<file path="src/rtl/sync_debounce_multi.sv">
`default_nettype none
// ============================================================================
// Module   : sync_debounce_multi
// Purpose  : Per-channel DEPTH-stage synchroniser followed by a stability
//            counter debouncer, giving clean levels plus rise/fall/any pulses.
//            Long-press detection is built only when SYNC_DEBOUNCE_HOLD_EN
//            is defined; otherwise hold_out/hold_pulse are tied low.
// Revision : 1.0 - initial release
// ============================================================================
module sync_debounce_multi #(
    parameter int   CHANNELS      = 4,
    parameter int   DEPTH         = 2,
    parameter int   STABLE_CYCLES = 16,
    parameter logic RESET_LEVEL   = 1'b0,
    parameter int   HOLD_CYCLES   = 1000
) (
    input  logic                clk,
    input  logic                rst,
    input  logic [CHANNELS-1:0] in_sig,
    output logic [CHANNELS-1:0] level_out,
    output logic [CHANNELS-1:0] rise_out,
    output logic [CHANNELS-1:0] fall_out,
    output logic                any_change,
    output logic [CHANNELS-1:0] hold_out,
    output logic [CHANNELS-1:0] hold_pulse
);

    localparam int                 c_CNT_W    = $clog2(STABLE_CYCLES + 1);
    localparam logic [c_CNT_W-1:0] c_CNT_LAST = c_CNT_W'(STABLE_CYCLES - 1);
`ifdef SYNC_DEBOUNCE_HOLD_EN
    localparam int                  c_HOLD_W   = $clog2(HOLD_CYCLES + 1);
    localparam logic [c_HOLD_W-1:0] c_HOLD_MAX = c_HOLD_W'(HOLD_CYCLES);
`endif

    if (CHANNELS < 1 || DEPTH < 2 || STABLE_CYCLES < 1 || HOLD_CYCLES < 1) begin : g_param_check
        $error("sync_debounce_multi: parameter out of range");
    end

    // One bit per channel: the debounced level flips on this edge.
    logic [CHANNELS-1:0] w_accept;
    logic                r_any;

    for (genvar c = 0; c < CHANNELS; c++) begin : g_chan
        logic [DEPTH-1:0]   r_sync;
        logic [c_CNT_W-1:0] r_cnt;
        logic               r_level;
        logic               r_rise;
        logic               r_fall;
        logic               w_synced;

        assign w_synced    = r_sync[DEPTH-1];
        assign w_accept[c] = (w_synced != r_level) && (r_cnt == c_CNT_LAST);

        always_ff @(posedge clk) begin
            if (rst) begin
                r_sync  <= {DEPTH{RESET_LEVEL}};
                r_cnt   <= '0;
                r_level <= RESET_LEVEL;
                r_rise  <= 1'b0;
                r_fall  <= 1'b0;
            end else begin
                r_sync <= {r_sync[DEPTH-2:0], in_sig[c]};
                r_rise <= w_accept[c] && w_synced;
                r_fall <= w_accept[c] && !w_synced;
                if (w_synced == r_level) begin
                    r_cnt <= '0;
                end else if (w_accept[c]) begin
                    r_level <= w_synced;
                    r_cnt   <= '0;
                end else begin
                    r_cnt <= r_cnt + c_CNT_W'(1);
                end
            end
        end

        assign level_out[c] = r_level;
        assign rise_out[c]  = r_rise;
        assign fall_out[c]  = r_fall;

`ifdef SYNC_DEBOUNCE_HOLD_EN
        logic [c_HOLD_W-1:0] r_hcnt;
        logic [c_HOLD_W-1:0] w_hcnt_nxt;
        logic                r_hold;
        logic                r_hpulse;

        assign w_hcnt_nxt = (r_hcnt == c_HOLD_MAX) ? r_hcnt : r_hcnt + c_HOLD_W'(1);

        // While high, an accepted change can only be a fall, so it clears hold.
        always_ff @(posedge clk) begin
            if (rst || !r_level || w_accept[c]) begin
                r_hcnt   <= '0;
                r_hold   <= 1'b0;
                r_hpulse <= 1'b0;
            end else begin
                r_hcnt   <= w_hcnt_nxt;
                r_hold   <= (w_hcnt_nxt == c_HOLD_MAX);
                r_hpulse <= (w_hcnt_nxt == c_HOLD_MAX) && !r_hold;
            end
        end

        assign hold_out[c]   = r_hold;
        assign hold_pulse[c] = r_hpulse;
`else
        assign hold_out[c]   = 1'b0;
        assign hold_pulse[c] = 1'b0;
`endif
    end

    always_ff @(posedge clk) begin
        if (rst) begin
            r_any <= 1'b0;
        end else begin
            r_any <= |w_accept;
        end
    end

    assign any_change = r_any;

endmodule
`default_nettype wire

</file>
<file path="config.mk">
export PLATFORM = sky130hd
export DESIGN_NAME = sync_debounce_multi
export DESIGN_NICKNAME = d
export VERILOG_FILES = /design/src/rtl/sync_debounce_multi.sv
export SDC_FILE = /design/constraint.sdc
export NUM_CORES = 1
export LEC_CHECK = 0
export BUFFER_PORTS_ARGS = -buffer_cell sky130_fd_sc_hd__buf_2
export CAP_MARGIN = 0
export CORE_AREA = 3 3 77 79
export DETAILED_ROUTE_END_ITERATION = 7
export DIE_AREA = 0 0 80 82
export SLEW_MARGIN = 5
export SYNTH_ARGS = -nofsm -noshare
export SYNTH_HDL_FRONTEND = slang
export SYNTH_SLANG_ARGS = --single-unit
</file>
<file path="constraint.sdc">
create_clock -name clk -period 1.6 [get_ports clk]
set_input_delay 0.08 -clock clk [delete_from_list [all_inputs] [get_ports clk]]
set_output_delay 0.08 -clock clk [all_outputs]
set_load 0.05 [all_outputs]
</file>
==> results of run 1 <==
-- logic make-up (layout without fill, tap and decap cells) --
logic type      Yosys count  after routing  share of synthesized area, %
simple gates             52             52                          18.8
fa+ha+maj                 8              8                          6.27
compound gates            3              3                          1.41
buf+inv                  34             40                          12.7
flops                    41             41                          51.5
xor+xnor                 12             12                          6.59
other cells               1              8                         0.235
mux                       4              4                          2.51
-- worst paths after layout --
path	startpoint	to	cells past startpoint
worst min register to register	g_chan[1].r_sync[0]$_SDFF_PP0_	g_chan[1].r_sync[1]$_SDFF_PP0_	1
worst max register to register	g_chan[3].r_cnt[0]$_SDFF_PP0_	g_chan[3].r_cnt[0]$_SDFF_PP0_	5
worst min-delay path	in_sig[3]	g_chan[3].r_sync[0]$_SDFF_PP0_	2
worst max-delay path	g_chan[3].r_cnt[0]$_SDFF_PP0_	g_chan[3].r_cnt[0]$_SDFF_PP0_	5
-- layer usage --
metal  vias to the layer above  global-route usage (%)  part of all wire (%)
li1                        494                       -                     -
met4                         0                    4.05                   1.7
met2                        21                    12.6                    45
met5                         -                       0                     0
met1                       421                    8.71                    46
met3                         6                    4.17                   6.9
-- layout by cell type, fill, tap and decap left out --
cell / n
ha_1: 7
mux2i_1: 4
clkbuf_8: 5
and3_1: 4
o22ai_1: 2
o21ba_2: 1
nor2b_1: 8
or3_4: 4
xor2_1: 4
nor2_1: 23
dfxtp_1: 41
clkinv_2: 2
nor4b_1: 8
buf_2: 18
conb_1: 8
dlygate4sd3_1: 2
xnor2_1: 8
ha_2: 1
nand3_1: 4
inv_1: 12
clkbuf_1: 1
nor2_2: 1
-- synthesized netlist by cell type --
master,count,area [um^2]
dfxtp_1,41,821
nand3_1,4,20.0
or3_4,4,45.0
o22ai_1,2,12.5
nor4b_1,8,70.1
xnor2_1,8,70.1
nor2_1,24,90.1
mux2i_1,4,40.0
and3_1,4,25.0
buf_4,20,150
nor2b_1,8,50.1
ha_1,8,100
clkbuf_1,2,7.51
o21ba_2,1,10.0
inv_1,12,45.0
xor2_1,4,35.0
conb_1,1,3.75
-- power by group through the flow --
stage | logic, mW | clock network (mW) | registers (mW)
after global routing | 0.0905 | 0.710 | 1.04
after detailed placement | 0.0805 | 0 | 1.06
after floorplan | 0.0828 | 0 | 1.06
final | 0.0829 | 0.641 | 1.04
after global placement | 0.0798 | 0 | 1.06
after CTS | 0.0841 | 0.667 | 1.04
-- state kept, by name, summed over array words and instances (netlist names) --
name	count
g_chan.r_level	4
any_change	1
g_chan.r_cnt	20
g_chan.r_rise	4
g_chan.r_sync	8
g_chan.r_fall	4
-- cell type report --
cell class              count  area [um^2]  share of cell area [%]
multi-input cells          87          603                    34.4
clock inverters             2         10.0                   0.571
repair buffers             20          110                    6.29
clock buffers               6         72.6                    4.14
flip-flops and latches     41          821                    46.9
well taps                  72         90.1                    5.14
inverters                  12         45.0                    2.57
-- stage by stage --
stage	setup WS (ns)	cell area [um^2]	utilization [%]	hold slack [ns]
5_1_grt	0.00207	1750	32.4	0.0359
2_1_floorplan	0.147	1620	-	0.152
6_report	0.0882	1750	32.4	0.00330
3_5_place_dp	0.0456	1640	30.4	0.297
4_1_cts	0.0264	1750	32.3	0.00391
3_3_place_gp	0.0881	1640	30.4	0.293
-- repair_timing --
action	4_1_cts	5_1_grt
hold buffers	2	0
hold endpoints to repair	2	0
setup endpoints to repair	0	13
gates resized for setup	0	2
==> summary.md, run 1 <==
| Metric | Value |
|---|---|
| Critical-path top delay cell | `or3_4` |
| Max Fclk | `0.661 GHz` |
| RSZ-0062 raised after global routing | `no` |
| Pwr Density | `1010 nW/um^2` |
| Comb pwr share | `between 4 and 5%` |
| Top delay family on crit path | `simple AND/OR/NAND/NOR gates` |
| CP Launch Type | `flip-flop` |
| Die Wd | `80 um` |
| Max capacitance violation total | `0` |
| Period utilization | `94.5%` |
| Vias in the first global route | `910` |
| Clk slew on worst S/H paths | `approximately 0.070 ns` |
| Grt total ovfl | `0` |
| Avg Cell Area, Syn | `10.3 um^2` |
| CP endpoint kind | `flip-flop` |
| Gr usage total | `7.95%` |
| Clock power share | `36.3%` |
| DRT Wirelength | `2.28 mm` |
| TritonRoute pass-1 iters | `4` |
| Port bufs | `18` |
| Mapped cell area | `around 1600 um^2` |
| Critical path buffers and inverters | `0` |
| Number of distinct library cells after synthesis | `17` |
| Hold Violations, Final | `0` |
| Reg power frac | `between 50% and 60%` |
| Antenna diodes | `0` |
| Core Area | `5410 um^2` |
| Vias | `942` |
| Crit-path max cell delay | `0.42 ns` |
| RePlAce Congestion | `0.684` |
| Layout Cells excl Fill | `between 200 and 250` |
| Row count | `27` |
| R2R setup slack | `0.09 ns` |
| DIE AREA | `about 6600 um^2` |
| Post-synthesis sequential area ratio | `51.5%` |
| CTS H-tree depth | `2` |
| Post-route ant nets | `0` |
| Antenna violations before repair | `0` |
| P_sw | `408 uW` |
| Drt drc | `0` |
| Die Span Y | `82 um` |
| Clk_skew | `0.00360 ns` |
| DR vias/cell | `3.93` |
| Sw Ratio | `23.1%` |
| Final min period | `~1.5 ns` |
| Final setup violating endpoints | `0` |
| WL/cell | `9.48 um` |
| Synth Instances | `155` |
| Fraction of layout cells with a size suffix above 1 | `around a fifth` |
| Area growth from synthesis to layout | `9.80%` |
| Power Internal | `between 1 and 1.5 mW` |
| I/O pins | `27` |
| Nets | `181` |
| Number of cells after detailed placement | `between 200 and 250` |
| Leakage Power | `roughly 0.69 nW` |
| Post-DP HPWL | `about 1.7 mm` |
| Largest net degree at the start of global routing | `26` |
| Clock root cell | `clkbuf_8` |
| Critical path fanouts, max | `5` |
| Setup TNS | `0 ns` |
| Worst Hold Class | `input port to flip-flop` |
| Post-CTS setup buffer count | `0` |
| First-pass GRT wire length | `3.89 mm` |
| Max VDD drop | `0.000269 V` |
| Max Root-Sink Buffers | `2` |
| Crit path required time | `1.83 ns` |
| Initial Util | `29.5%` |
| CP Class | `flip-flop to flip-flop` |
| Clk sink count | `41` |
| Clock latency on the worst-skew pair | `0.29 ns` |
| Status | `finished clean` |
| CP arrival | `~1.7 ns` |
| Fillers | `556` |
| Total power | `1.76 mW` |
| Total CTS buffers | `5` |
| Yosys warnings | `0` |
| Slew Viols, Final | `0` |
| Crit-path cells | `ha_1, and3_1, ha_2, or3_4, nor2_1` |
| Initial DRC count | `36` |
| Flops & latches, synth | `41` |
| CTS tree | `yes` |
Note: power is estimated with default switching activity, not from simulation.
==> inputs of run 2 (changes only) <==
- CELL_PAD_IN_SITES_DETAIL_PLACEMENT: not set -> 0
- CELL_PAD_IN_SITES_GLOBAL_PLACEMENT: not set -> 2
- PLACE_DENSITY_LB_ADDON: not set -> 0.1
==> run 2 against run 1 <==
Utilization grew 0.093 points. Final cell count is the same. Critical path depth unchanged. Combinational power is 0.5% higher. First-iteration DRC count is 31% lower. Flip-flop and latch count did not move. Register-to-register slack better by 0.02 ns. Via count is 3.0% higher. Clock power is 2% lower. Clock skew down 0.0017 ns.
==> summary.md, run 2 (same netlist as run 1, synthesis figures left out) <==
| Metric | Value |
|---|---|
| Status | `finished clean (unchanged)` |
| Core Area | `5410 um^2 (unchanged)` |
| Fraction of layout cells with a size suffix above 1 | `19.6% (was 19.0%)` |
| CP arrival | `1.72 ns (was 1.74 ns)` |
| Final setup violating endpoints | `0 (unchanged)` |
| Clock power share | `35.8% (was 36.3%)` |
| Most flop-heavy register | `g_chan.r_cnt (unchanged)` |
| Clk slew on worst S/H paths | `0.07 ns (about the same)` |
| Slew Viols, Final | `0 (unchanged)` |
| Met3 WL | `141 um (was 156 um)` |
| FF/Latch Area | `821 um^2 (unchanged)` |
| CP endpoint kind | `flip-flop (unchanged)` |
| Crit-path max cell delay | `0.37 ns (was 0.42 ns)` |
| Port bufs | `18 (unchanged)` |
| Post-DP HPWL | `1.79 mm (was 1.66 mm)` |
| Commonest non-fill, non-tap cell in the layout | `dfxtp_1 (unchanged)` |
| Hold Violations, Final | `0 (unchanged)` |
| CP Launch Type | `flip-flop (unchanged)` |
| Crit path required time | `1.82 ns (was 1.83 ns)` |
| Critical path fanouts, max | `5 (unchanged)` |
| First-pass GRT wire length | `4.13 mm (was 3.89 mm)` |
| Reg power frac | `59.5% (was 59.0%)` |
| Top Registers | `g_chan.r_cnt (20), g_chan.r_sync (8) (unchanged)` |
| Sw Ratio | `22.0% (was 23.1%)` |
| Total CTS buffers | `5 (unchanged)` |
| Max VDD drop | `0.000290 V (was 0.000269 V)` |
| Fillers | `573 (was 556)` |
| Pwr Density | `996 nW/um^2 (was 1010 nW/um^2)` |
| WL/cell | `9.96 um (was 9.48 um)` |
| DIE AREA | `6560 um^2 (unchanged)` |
| DR top layer | `met4 (unchanged)` |
| Beginning of the worst hold path | `in_sig[0] (was in_sig[3])` |
| Most frequent cells in the layout | `dfxtp_1 (41), nor2_1 (22), buf_2 (18) (was dfxtp_1 (41), nor2_1 (23), buf_2 (18))` |
| CTS H-tree depth | `2 (unchanged)` |
| Leakage Power | `0.683 nW (was 0.693 nW)` |
| Die Span Y | `82 um (unchanged)` |
| DR vias/cell | `4.04 (was 3.93)` |
| Largest net degree at the start of global routing | `26 (unchanged)` |
| I/O pins | `27 (unchanged)` |
| CTS tree | `yes (unchanged)` |
| Die Wd | `80 um (unchanged)` |
| TritonRoute pass-1 iters | `4 (unchanged)` |
| Initial DRC count | `25 (was 36)` |
| Clk_skew | `0.00193 ns (was 0.00360 ns)` |
| Total power | `1.75 mW (was 1.76 mW)` |
| FF-to-FF Start | `g_chan[0].r_cnt[0]$_SDFF_PP0_ (was g_chan[3].r_cnt[0]$_SDFF_PP0_)` |
| Grt total ovfl | `0 (unchanged)` |
| Vias in the first global route | `949 (was 910)` |
| Nets | `181 (unchanged)` |
| Initial Util | `29.5% (unchanged)` |
| Clock root cell | `clkbuf_8 (unchanged)` |
| Met2 WL | `1.19 mm (was 1.03 mm)` |
| Comb pwr share | `4.8% (was 4.7%)` |
| Critical-path top delay cell | `or3_4 (unchanged)` |
| Row count | `27 (unchanged)` |
| Post-route ant nets | `0 (unchanged)` |
| Worst Hold Class | `input port to flip-flop (unchanged)` |
| Gr usage total | `8.50% (was 7.95%)` |
| DRT Wirelength | `2.39 mm (was 2.28 mm)` |
| Area taken by multi-input logic gates | `611 um^2 (was 603 um^2)` |
| Final min period | `1.49 ns (was 1.51 ns)` |
| Clk sink count | `41 (unchanged)` |
| Antenna diodes | `0 (unchanged)` |
| Crit-path most repeated cell | `ha_1` |
| RePlAce Congestion | `0.599 (was 0.684)` |
| Post-CTS setup buffer count | `0 (unchanged)` |
| Worst Hold End | `g_chan[0].r_sync[0]$_SDFF_PP0_ (was g_chan[3].r_sync[0]$_SDFF_PP0_)` |
| Crit-path cells | `ha_1, and3_1, ha_1, or3_4, nor2_1 (was ha_1, and3_1, ha_2, or3_4, nor2_1)` |
| Met1 WL | `995 um (was 1.05 mm)` |
| Max Fclk | `0.669 GHz (was 0.661 GHz)` |
| Period utilization | `93.4% (was 94.5%)` |
| Clock latency on the worst-skew pair | `0.28 ns (was 0.29 ns)` |
| Max Root-Sink Buffers | `2 (unchanged)` |
| Drt drc | `0 (unchanged)` |
| Area growth from synthesis to layout | `10.1% (was 9.80%)` |
| Power Internal | `1.36 mW (about the same)` |
| Max capacitance violation total | `0 (unchanged)` |
| Antenna violations before repair | `0 (unchanged)` |
| Max reg flops | `20 (unchanged)` |
| FF-to-FF path depth | `5 (unchanged)` |
| P_sw | `386 uW (was 408 uW)` |
| R2R Path End | `g_chan[0].r_cnt[3]$_SDFF_PP0_ (was g_chan[3].r_cnt[0]$_SDFF_PP0_)` |
| CP Class | `flip-flop to flip-flop (unchanged)` |
| RSZ-0062 raised after global routing | `no (unchanged)` |
| Vias | `970 (was 942)` |
| Hold path depth | `2 (unchanged)` |
| R2R setup slack | `0.11 ns (was 0.09 ns)` |
| Setup TNS | `0 ns (unchanged)` |
## run 2: critical path, delay by kind of cell (launching register included)
kind / cells / cell delay [ns]
fa+ha+maj: 2 / 0.45
flops: 1 / 0.33
simple gates: 3 / 0.65
## run 2: worst max-delay path by stage
stage | startpoint | endpoint | slack, ns | cells after the start
floorplan | g_chan[1].r_cnt[0]$_SDFF_PP0_ | g_chan[1].r_cnt[2]$_SDFF_PP0_ | 0.15 | 5
global placement | g_chan[1].r_cnt[0]$_SDFF_PP0_ | g_chan[1].r_cnt[2]$_SDFF_PP0_ | 0.06 | 5
detailed placement | g_chan[1].r_cnt[0]$_SDFF_PP0_ | g_chan[1].r_cnt[3]$_SDFF_PP0_ | 0.04 | 5
CTS | g_chan[1].r_cnt[0]$_SDFF_PP0_ | g_chan[1].r_cnt[3]$_SDFF_PP0_ | 0.02 | 5
global route | g_chan[3].r_cnt[0]$_SDFF_PP0_ | g_chan[3].r_fall$_SDFF_PP0_ | 0.01 | 5
finish | g_chan[0].r_cnt[0]$_SDFF_PP0_ | g_chan[0].r_cnt[3]$_SDFF_PP0_ | 0.11 | 5
## run 2: metal layers
| layer | GRT usage (%) | up-vias |
|---|---|---|
| met3 | 3.95 | 5 |
| met4 | 4.56 | 0 |
| met1 | 8.75 | 449 |
| li1 | - | 496 |
| met2 | 14.4 | 20 |
| met5 | 0 | - |
## run 2: layout make-up
class | instances | share of cell area (%)
Timing Repair Buffer | 20 | 6.27
Clock buffer | 8 | 4.56
Sequential cell | 41 | 46.7
Multi-Input combinational cell | 87 | 34.8
Inverter | 12 | 2.56
Tap cell | 72 | 5.13
## run 2: repair_timing
item                                   4_1_cts  5_1_grt
setup endpoints to repair                    0       17
gates resized for setup                      0        5
hold buffers                                 2        0
endpoints found under the hold margin        2        0
## run 2: stage by stage
| stage | area [um^2] | worst slack, ns | utilization, % | hold WS, ns | std cells |
|---|---|---|---|---|---|
| 6_report | 1760 | 0.106 | 32.5 | 0.0140 | 240 |
| 5_1_grt | 1760 | 0.0132 | 32.5 | 0.00783 | 240 |
| 4_1_cts | 1740 | 0.0219 | 32.3 | 0.00559 | 240 |
| 3_5_place_dp | 1640 | 0.0399 | 30.4 | 0.298 | 230 |
| 3_3_place_gp | 1640 | 0.0621 | 30.4 | 0.289 | 230 |
| 2_1_floorplan | 1620 | 0.147 | - | 0.152 | 162 |
## run 2: power groups by stage
stage	sequential [mW]	combinational (mW)	clock, mW
3_3_place_gp	1.06	0.0789	0
6_report	1.04	0.0833	0.626
4_1_cts	1.04	0.0836	0.663
3_5_place_dp	1.06	0.0797	0
5_1_grt	1.04	0.0905	0.720
2_1_floorplan	1.06	0.0828	0
==> inputs of run 3 (changes only) <==
--- a/config.mk
+++ b/config.mk
@@ -11,4 +11,5 @@
 export CELL_PAD_IN_SITES_GLOBAL_PLACEMENT = 2
 export CORE_AREA = 3 3 77 79
+export CTS_BUF_LIST = sky130_fd_sc_hd__clkbuf_4
 export DETAILED_ROUTE_END_ITERATION = 7
 export DIE_AREA = 0 0 80 82
==> constraint.sdc (replaced) <==
create_clock -name clk -period 1.6 [get_ports clk]
set_input_delay 0.08 -clock clk [delete_from_list [all_inputs] [get_ports clk]]
set_output_delay 0.08 -clock clk [all_outputs]
set_load 0.02 [all_outputs]
==> run 3 against run 2 <==
Non-clock buffer count increased by 2. Worst hold slack improved by 0.15 ns. Count of clock-buffer cells in the layout stayed put. Critical path depth did not move. Combinational power down 24%. Critical endpoint is now g_chan[3].r_cnt[2]$_SDFF_PP0_. Largest power group unchanged.
==> summary.md, run 3 (same netlist as run 1, synthesis figures left out) <==
| Metric | Value |
|---|---|
| CTS H-tree depth | `2 (unchanged)` |
| CTS tree | `yes (unchanged)` |
| Max VDD drop | `0.000301 V (was 0.000290 V)` |
| Final setup violating endpoints | `0 (unchanged)` |
| Post-DP Area | `1640 um^2 (unchanged)` |
| CP arrival | `1.78 ns (was 1.72 ns)` |
| WL/cell | `9.86 um (was 9.96 um)` |
| CP endpoint kind | `flip-flop (unchanged)` |
| Post-CTS setup buffer count | `0 (unchanged)` |
| Most frequent cells in the layout | `dfxtp_1 (39), nor2_1 (22), buf_2 (18) (was dfxtp_1 (41), nor2_1 (22), buf_2 (18))` |
| Met1 Use GR | `8.55% (was 8.75%)` |
| Met2 Usage GRT | `14.8% (was 14.4%)` |
| Clk slew on worst S/H paths | `0.11 ns (was 0.07 ns)` |
| Fraction of layout cells with a size suffix above 1 | `21.8% (was 19.6%)` |
| Pwr Density | `927 nW/um^2 (was 996 nW/um^2)` |
| Drt drc | `0 (unchanged)` |
| Most used routing layer | `met2 (unchanged)` |
| Post-DP HPWL | `1.79 mm (unchanged)` |
| Row count | `27 (unchanged)` |
| Pre-CTS setup slack | `0.0399 ns (unchanged)` |
| Antenna diodes | `0 (unchanged)` |
| Total CTS buffers | `5 (unchanged)` |
| Die Span Y | `82 um (unchanged)` |
| Antenna violations before repair | `0 (unchanged)` |
| Core Area | `5410 um^2 (unchanged)` |
| DRT Wirelength | `2.39 mm (about the same)` |
| Status | `finished clean (unchanged)` |
| Setup crit start | `g_chan[3].r_cnt[0]$_SDFF_PP0_ (was g_chan[0].r_cnt[0]$_SDFF_PP0_)` |
| Largest net degree at the start of global routing | `26 (unchanged)` |
| Slew Viols, Final | `0 (unchanged)` |
| Vias in the first global route | `965 (was 949)` |
| DR vias/cell | `4.07 (was 4.04)` |
| CP Class | `flip-flop to flip-flop (unchanged)` |
| Hold Violations, Final | `0 (unchanged)` |
| Top Registers | `g_chan.r_cnt (20), g_chan.r_sync (8) (unchanged)` |
| Crit path required time | `1.88 ns (was 1.82 ns)` |
| Max reg flops | `20 (unchanged)` |
| Clk sink count | `41 (unchanged)` |
| Final core utilization | `32.5% (unchanged)` |
| DIE AREA | `6560 um^2 (unchanged)` |
| Worst Hold Class | `input port to flip-flop (unchanged)` |
| Clk_skew | `0.00300 ns (was 0.00193 ns)` |
| Final instance area | `1760 um^2 (unchanged)` |
| Most flop-heavy register | `g_chan.r_cnt (unchanged)` |
| Period utilization | `93.6% (was 93.4%)` |
| Leakage Power | `0.692 nW (was 0.683 nW)` |
| Initial DRC count | `32 (was 25)` |
| RSZ-0062 raised after global routing | `no (unchanged)` |
| Gr usage total | `8.55% (was 8.50%)` |
| Post-route ant nets | `0 (unchanged)` |
| Max Root-Sink Buffers | `2 (unchanged)` |
| RePlAce Congestion | `0.599 (unchanged)` |
| First-pass GRT wire length | `4.14 mm (was 4.13 mm)` |
| FF-to-FF Start | `g_chan[3].r_cnt[0]$_SDFF_PP0_ (was g_chan[0].r_cnt[0]$_SDFF_PP0_)` |
| Max capacitance violation total | `0 (unchanged)` |
| Die Wd | `80 um (unchanged)` |
| Setup ws final | `0.102 ns (was 0.106 ns)` |
| Clock latency on the worst-skew pair | `0.33 ns (was 0.28 ns)` |
| Met3 Usage GRT | `3.95% (unchanged)` |
| Port bufs | `18 (unchanged)` |
| Critical path fanouts, max | `5 (unchanged)` |
| Fillers | `580 (was 573)` |
| Vias | `986 (was 970)` |
| TritonRoute pass-1 iters | `4 (unchanged)` |
| Max Fclk | `0.668 GHz (was 0.669 GHz)` |
| Initial Util | `29.5% (unchanged)` |
| Commonest non-fill, non-tap cell in the layout | `dfxtp_1 (unchanged)` |
| Beginning of the worst hold path | `rst (was in_sig[0])` |
| Grt total ovfl | `0 (unchanged)` |
| Setup TNS | `0 ns (unchanged)` |
| Clock root cell | `clkbuf_4 (was clkbuf_8)` |
| Area growth from synthesis to layout | `10.1% (unchanged)` |
| CP Launch Type | `flip-flop (unchanged)` |
| Final min period | `1.50 ns (was 1.49 ns)` |
| I/O pins | `27 (unchanged)` |
| Nets | `183 (was 181)` |
## run 3: cell count changes in the layout (fill, tap and decap cells not counted), sizes merged
cell	previous run	this run
dlygate4sd3	2	4
## run 3: area by class of cell
class / instances / area, um^2 / area share (%)
well taps: 72 / 90.1 / 5.13
inverters: 12 / 45.0 / 2.56
clock buffers: 8 / 60.1 / 3.42
flip-flops and latches: 41 / 823 / 46.9
repair buffers: 22 / 130 / 7.41
multi-input cells: 87 / 608 / 34.6
## run 3: per-layer routing
metal	wire length (um)	share of wire (%)
met2	1220	51
met4	59	2.5
met1	966	41
met3	141	5.9
met5	0	0
## run 3: worst paths after layout
kind                                                        to  slack [ns]  cells after the start
worst max-delay path             g_chan[3].r_cnt[2]$_SDFF_PP0_        0.10                      5
worst min-delay path            g_chan[0].r_level$_SDFFE_PP0P_        0.16                      2
worst max register to register   g_chan[3].r_cnt[2]$_SDFF_PP0_        0.10                      5
worst min register to register   g_chan[1].r_cnt[0]$_SDFF_PP0_        0.42                      1
## run 3: stage by stage
step	hold slack, ns	cells	power (mW)
finish	0.159	242	1.63
global placement	0.289	230	1.12
floorplan	0.152	162	1.12
detailed placement	0.298	230	1.12
global route	0.153	242	1.73
CTS	0.146	242	1.67
## run 3: report_power, final
part,internal (mW),leakage [nW],switching [mW]
Sequential,1.03,0.333,0.00761
Combinational,0.0249,0.322,0.0380
Clock,0.226,0.0368,0.299
## run 3: worst max-delay path, cell delays in order, from the launching register on
cell,delay (ns)
dfxtp_1,0.34
ha_1,0.22
and3_1,0.18
ha_1,0.21
or3_4,0.37
nor2_1,0.11
## run 3: timing repair
item | 4_1_cts | 5_1_grt
endpoints found under the setup margin | 0 | 19
hold buffers | 4 | 0
gates resized for setup | 0 | 6
hold endpoints to repair | 4 | 0
